[src/rtl/hdmi_pkg.sv]
// Shared TMDS constants, lane indices and the 2-bit chunk selector used by the
// shift scheduler and its lane shifters.
package hdmi_pkg;

  typedef logic [9:0] tmds_sym_t;

  localparam tmds_sym_t  TMDS_BLANK_SYM   = 10'b1101010100;
  localparam tmds_sym_t  TMDS_CLK_PATTERN = 10'b1111100000;
  localparam logic [2:0] PHASE_LAST       = 3'd4;

  localparam int LANE_R   = 0;
  localparam int LANE_G   = 1;
  localparam int LANE_B   = 2;
  localparam int LANE_CLK = 3;

  // Chunk for phase p is sym[2p+1:2p]; phase never exceeds PHASE_LAST.
  function automatic logic [1:0] sym_chunk(input tmds_sym_t sym, input logic [2:0] ph);
    case (ph)
      3'd0:    sym_chunk = sym[1:0];
      3'd1:    sym_chunk = sym[3:2];
      3'd2:    sym_chunk = sym[5:4];
      3'd3:    sym_chunk = sym[7:6];
      default: sym_chunk = sym[9:8];
    endcase
  endfunction

endpackage

[src/rtl/tmds_lane_shift.sv]
// One TMDS data lane: 10-bit symbol register loaded at the symbol boundary,
// presenting the 2-bit chunk selected by the current phase.
module tmds_lane_shift
  import hdmi_pkg::*;
(
  input  logic       clock,
  input  logic       reset_n,
  input  logic       i_load,
  input  tmds_sym_t  i_sym,
  input  logic [2:0] i_phase,
  output logic [1:0] o_chunk
);

  tmds_sym_t r_shift;

  always_ff @(posedge clock or negedge reset_n) begin
    if (!reset_n) begin
      r_shift <= TMDS_BLANK_SYM;
    end else if (i_load) begin
      r_shift <= i_sym;
    end
  end

  assign o_chunk = sym_chunk(r_shift, i_phase);

endmodule

[src/rtl/hdmi_tmds_shift_scheduler.sv]
// HDMI TMDS shift scheduler: 1-entry hold buffer feeding three 10-bit lane shifters
// plus the clock lane, 2 bits/lane/cycle. Define HDMI_SHIFTER_UFCNT_EN for underflow_count.
module hdmi_tmds_shift_scheduler
  import hdmi_pkg::*;
(
  input  logic       clock,
  input  logic       reset_n,
  input  logic       enable,
  input  tmds_sym_t  sym_r,
  input  tmds_sym_t  sym_g,
  input  tmds_sym_t  sym_b,
  input  logic       sym_valid,
  output logic       sym_ready,
  output logic [7:0] pos,
  output logic [7:0] neg,
  output logic       underflow,
  output logic [2:0] phase
`ifdef HDMI_SHIFTER_UFCNT_EN
  ,
  output logic [15:0] underflow_count
`endif
);

  logic [2:0] r_phase;
  tmds_sym_t  r_hold [3];
  logic       r_hold_valid;
  logic [7:0] r_pos;
  logic [7:0] r_neg;

  logic       w_last;
  logic       w_take;
  logic       w_hold_use;
  tmds_sym_t  w_sym_in [3];
  logic [1:0] w_chunk [3];
  logic [7:0] w_pos_nxt;

  assign w_last     = (r_phase == PHASE_LAST);
  // Gating with reset_n keeps ready low while the block is held in reset.
  assign sym_ready  = reset_n & enable & (~r_hold_valid | w_last);
  assign w_take     = sym_valid & sym_ready;
  assign w_hold_use = r_hold_valid & enable;
  assign underflow  = w_last & ~r_hold_valid & enable;

  assign w_sym_in[LANE_R] = sym_r;
  assign w_sym_in[LANE_G] = sym_g;
  assign w_sym_in[LANE_B] = sym_b;

  always_ff @(posedge clock or negedge reset_n) begin
    if (!reset_n) begin
      r_phase <= 3'd0;
    end else begin
      r_phase <= w_last ? 3'd0 : r_phase + 3'd1;
    end
  end

  always_ff @(posedge clock or negedge reset_n) begin
    if (!reset_n) begin
      r_hold_valid <= 1'b0;
      for (int i = 0; i < 3; i++) r_hold[i] <= TMDS_BLANK_SYM;
    end else if (w_take) begin
      r_hold_valid <= 1'b1;
      for (int i = 0; i < 3; i++) r_hold[i] <= w_sym_in[i];
    end else if (!enable || w_last) begin
      r_hold_valid <= 1'b0;
    end
  end

  genvar gi;
  for (gi = 0; gi < 3; gi++) begin : g_lane
    tmds_lane_shift u_lane (
      .clock   (clock),
      .reset_n (reset_n),
      .i_load  (w_last),
      .i_sym   (w_hold_use ? r_hold[gi] : TMDS_BLANK_SYM),
      .i_phase (r_phase),
      .o_chunk (w_chunk[gi])
    );
  end

  always_comb begin
    w_pos_nxt = 8'h00;
    for (int i = 0; i < 3; i++) w_pos_nxt[2*i +: 2] = w_chunk[i];
    w_pos_nxt[2*LANE_CLK +: 2] = sym_chunk(TMDS_CLK_PATTERN, r_phase);
  end

  always_ff @(posedge clock or negedge reset_n) begin
    if (!reset_n) begin
      r_pos <= 8'h00;
      r_neg <= 8'hFF;
    end else begin
      r_pos <= w_pos_nxt;
      r_neg <= ~w_pos_nxt;
    end
  end

  assign pos   = r_pos;
  assign neg   = r_neg;
  assign phase = r_phase;

`ifdef HDMI_SHIFTER_UFCNT_EN
  logic [15:0] r_uf_count;

  always_ff @(posedge clock or negedge reset_n) begin
    if (!reset_n) begin
      r_uf_count <= 16'h0000;
    end else if (underflow && (r_uf_count != 16'hFFFF)) begin
      r_uf_count <= r_uf_count + 16'd1;
    end
  end

  assign underflow_count = r_uf_count;
`endif

endmodule

[config.mk]
export PLATFORM = sky130hd
export DESIGN_NAME = hdmi_tmds_shift_scheduler
export DESIGN_NICKNAME = d
export VERILOG_FILES = /design/src/rtl/hdmi_pkg.sv /design/src/rtl/tmds_lane_shift.sv /design/src/rtl/hdmi_tmds_shift_scheduler.sv
export SDC_FILE = /design/constraint.sdc
export NUM_CORES = 1
export LEC_CHECK = 0
export ABC_AREA = 0
export BUFFER_PORTS_ARGS = -buffer_cell sky130_fd_sc_hd__buf_2
export CAP_MARGIN = 20
export CORE_ASPECT_RATIO = 1.1
export CORE_MARGIN = 1
export CORE_UTILIZATION = 35
export CTS_CLUSTER_SIZE = 40
export DETAILED_ROUTE_END_ITERATION = 6
export PLACE_DENSITY = 0.6
export SYNTH_ARGS = -nofsm -noshare
export SYNTH_HDL_FRONTEND = slang
export SYNTH_SLANG_ARGS = --single-unit
[constraint.sdc]
create_clock -name clock -period 4.85 [get_ports clock]
set_input_delay 0.97 -clock clock [delete_from_list [all_inputs] [get_ports clock]]
set_output_delay 0.97 -clock clock [all_outputs]
set_load 0.005 [all_outputs]
* Yosys cells after proc, flatten, opt, wreduce, memory -nomap -nowiden
Cells that the tools add are included.
** Storage, ports and cells
- Input bits :: 34
- Logic and storage cells :: 39
- Output and inout port bits :: 21
- Register bits :: 80
** Operators by class
- Bitwise gates (word level) :: 9
- $add $sub $neg :: 1
- Mux-type cells :: 10
- Reduce and logical (&&, ||, !) cells :: 5
- Equal/unequal tests :: 4
** Operators with widths (count)
- two-way mux 10 bit :: 3
- case mux 2 bit (4 select lines) :: 3
- inverter 8 bit :: 1
- bitwise AND 1 bit :: 6
- equality test 3 x 2 -> 1 bit (second input constant) :: 2
- case mux 2 bit (2 select lines) :: 1
- adder 3 x 1 -> 3 bit (second input constant) :: 1
- equality test 3 x 1 -> 1 bit (second input constant) :: 1
- equality test 3 bit (second input constant) :: 1
- zero test 3 bit :: 1
- two-way mux 3 bit :: 1
- two-way mux 1 bit :: 2
- nonzero test 2 bit :: 1
- OR reduction 2 bit :: 1
- zero test 1 bit :: 1
- logical OR 1 bit :: 1
- inverter 1 bit :: 1
- OR 1 bit :: 1

* Logic depth before layout (Yosys ltp)
- Depth after elaboration :: 5
- Gate-level depth with buffers :: 9
- Mapped depth without buffers :: 5

* By module
From an unflattened synthesis, not the netlist that was laid out.
** Second synthesis, totals
- Cell total of the unflattened synthesis :: 251
- Area total of the unflattened synthesis :: 3427.0 µm²
** Modules (own cells, without submodules)
- hdmi_tmds_shift_scheduler :: area an instance 2034.5 µm², cells an instance 146, times used 1
- tmds_lane_shift :: area an instance 464.2 µm², cells an instance 35, times used 3

* Worst setup path before layout
OpenSTA, ideal clock, no wires.
- Kind :: register to output
- Start point :: reg r_phase[1] (netlist: phase[1])
- End point :: out underflow
- Stages on the path, launching flop included :: 8
- Arrival :: 1407 ps
- Path buffers :: 3
- Slack :: 2473 ps
- Path through :: dfrtp_1 > inv_1 > ha_1 > buf_6 > nand2_1 > buf_2 > buf_2 > nor3b_1
** On the way
- Longest elaborated chain between the ends :: 3
** RTL lines
- start: declaration :: line hdmi_tmds_shift_scheduler.sv:24 : logic [2:0] r_phase;
- start signal: assignment :: line hdmi_tmds_shift_scheduler.sv:52 : r_phase <= w_last ? 3'd0 : r_phase + 3'd1;
- equality test 3 bit :: line hdmi_tmds_shift_scheduler.sv:37 : assign w_last = (r_phase == PHASE_LAST);
- bitwise AND 1 bit (2 in series) :: line hdmi_tmds_shift_scheduler.sv:42 : assign underflow = w_last & ~r_hold_valid & enable;
- end: declaration :: line hdmi_tmds_shift_scheduler.sv:16 : output logic underflow,
No other way between the ends.

* Worst setup path after layout
Ends and elaborated chain as after synthesis.

==> results.tsv <==
metric	value	unit
power.switching	320	uW
async_flop_share	100	%
whs	494	ps
crit_buf_inv	2	
rsz0062_at_grt	false	
vias_per_cell	4.90	
stdcell_count	378	
ys_seq_area_share	65.8	%
yosys_warnings	0	
dieArea	9280	um^2
synth.area.top_cells	dfrtp_1 34%, dfstp_2 32%, mux2_2 10%	
antenna_found_initial	0	
busiest_layer	met2	
syn2layout_area_growth	17.9	%
syn_inst	208	
hold_path_class	flip-flop to flip-flop	
synth_edf_count	0	
path_class	flip-flop to output port	
use_met2	20.0	%
placed_cells	362	
cts_resized	0	
numCtsBuffers	9	
clk_path_buf_depth	2	
setup_viol	0	
status	complete, no violations	
ys.flop_type	dfrtp_1	
syn_nets	247	
cts_sinks	80	
initial_utilization	36.6	%
drc_errors	0	
grt_max_degree	81	
portBuffers	54	
drt_wl_total	5.85	mm
crit_path_max_incr_delay	490	ps
slew_violations	0	
cpLargestDelayFamily	simple AND/OR/NAND/NOR gates	
drt_iter0_drc	74	
io_pins	55	
min_period	3180	ps
clock_latency	350	ps
skew	5.22	ps
n_antenna_cell	0	
clockPowerShare	36.9	%
power_density	395	nW/um^2
met3_usage	2.87	%
grt_use_met1	19.5	%
synth_area_leader_cell	dfrtp_1	
ant_nets	0	
crit_chain	inv_1, ha_1, nand2_1, nor3b_1, buf_2	
cts_hold_buf	0	
fin_area	3670	um^2
drive_above_1_share	52.8	%
total_leakage_power	0.00157	uW
yosysMostFrequentCell	dfrtp_1	
nets	301	
fin_util	43.2	%
gp_congestion	0.711	
wl_per_cell	15.5	um
synth_area	3110	um^2
max_slew_margin	36.5	%
pwr-share-seq	55.3	%
core_area	8500	um^2
h-tree-depth	3	
cp.arrival	2210	ps
setup_tns	0	ps
synth_top_area_share	33.8	%
synth_cell_type_count	25	
dp_hpwl	3.81	mm
root_buffer	clkbuf_8	
p_int	1130	uW
start_kind	flip-flop	
tightest_slew	953	ps
regArea	2050	um^2
avgSynthCellArea	15.0	um^2
fin_crit_sh	65.6	%
grt_use_total	13.9	%
path_clk_slew	80	ps
die_w	91.9	um
ir_drop	117	uV
p_comb_share	7.7	%
cp_slowest_cell	nand2_1	
hold_viol_final	0	
grt_first_pass_wirelength	9.58	mm
grt_overflow	0	
synth.ff_latch_count	80	
num_rows	35	
fmax	0.314	GHz
cts_tree	built	
swShare	22.1	%
required	3880	ps
critPathMaxFanout	20	
grt_pass1_vias	1853	
die_y	101	um
drtPass1Iterations	4	
synth_common_cells	42 x dfrtp_1, 38 x dfstp_2, 28 x mux2_2	
multiInputGateArea	951	um^2
cts_setup_buffers	0	
crit_path_end_kind	output port	
nFillCells	785	
placed_area	3450	um^2
vias	1854	
maxCapViolCount	0	
[routing by layer]
metal | vias up | wire, um
li1 | 871 | -
met1 | 927 | 2890
met2 | 45 | 2630
met3 | 11 | 190
met4 | 0 | 140
met5 | - | 0
[cell usage in the layout, fill, tap and decap left out]
master	netlist	layout
a21oi_1	1	1
o21a_1	7	7
buf_4	3	3
o22a_1	15	15
a21oi_2	1	1
dfstp_2	38	38
clkbuf_16	0	2
nor2_1	2	2
clkinv_2	0	2
dfrtp_1	42	42
clkbuf_1	3	1
inv_1	5	5
and2_4	1	1
o21ai_0	6	6
nand3_1	8	8
clkbuf_8	0	9
a22oi_1	12	12
bufinv_16	0	1
a22o_1	15	15
mux2_2	28	28
nor3b_1	1	1
a31o_2	1	1
buf_2	3	53
ha_1	5	5
clkinvlp_4	0	1
and2_1	1	1
mux2_1	2	2
and3_4	1	1
nand2_1	3	3
[cell families (layout without fill, tap and decap cells)]
kind of cell	Yosys count	in the layout	share of synthesized area [%]
AO/OA/AOI/OAI	58	58	14.7
adder cells (fa/ha/maj)	5	5	2.01
buffers and inverters	18	77	3.62
flip-flops	80	80	65.8
multiplexers	30	30	10.9
AND/OR/NAND/NOR	17	17	2.97
[final cells by class]
class                           count  area share [%]
Multi-Input combinational cell    110            25.9
Timing Repair Buffer               56            7.84
Sequential cell                    80            55.8
Inverter                            5           0.511
Clock buffer                       12            4.84
Tap cell                          111            3.78
Clock inverter                      4            1.30
[worst register-to-register path, cell delays in order (launching register included)]
cell and delay [ps]:
dfrtp_1 420, inv_1 140, ha_1 350, nand2_1 490, a21oi_2 350, buf_4 400
mux2_2 400
[state kept, by name (all words and copies together), names as in the netlist]
register and flops:
r_hold_valid 1, r_hold 30, pos 8, neg 8, phase 3, g_lane.u_lane.r_shift 30
[final timing paths]
| kind | from | end | slack, ps | cells past startpoint |
|---|---|---|---|---|
| worst max-delay path | phase[1]$_DFF_PN0_ | underflow | 1670 | 5 |
| worst min-delay path | r_hold[21]$_DFFE_PN0P_ | g_lane[0].u_lane.r_shift[1]$_DFFE_PN0P_ | 490 | 1 |
| worst max register to register | phase[1]$_DFF_PN0_ | r_hold[25]$_DFFE_PN0P_ | 2190 | 6 |
| worst min register to register | r_hold[21]$_DFFE_PN0P_ | g_lane[0].u_lane.r_shift[1]$_DFFE_PN0P_ | 490 | 1 |
| max in group asynchronous | reset_n | g_lane[2].u_lane.r_shift[5]$_DFFE_PN0P_ | 3360 | 2 |
| min in group asynchronous | reset_n | pos[6]$_DFF_PN0_ | 870 | 2 |
[stage by stage]
| step | setup slack (ps) | total power [uW] |
|---|---|---|
| global route | 1420 | 1510 |
| finish | 1670 | 1450 |
| detailed placement | 2050 | 930 |
| floorplan | 2470 | 877 |
| global placement | 2100 | 925 |
| CTS | 1650 | 1460 |
[power by group through the flow]
| stage | combinational, uW | clock [uW] | sequential (uW) |
|---|---|---|---|
| after floorplan | 75.7 | 0 | 801 |
| after global placement | 111 | 0 | 813 |
| after detailed placement | 114 | 0 | 816 |
| after CTS | 115 | 544 | 804 |
| after global routing | 126 | 572 | 814 |
| final | 112 | 536 | 803 |
Power figures use the tool's default switching activity.
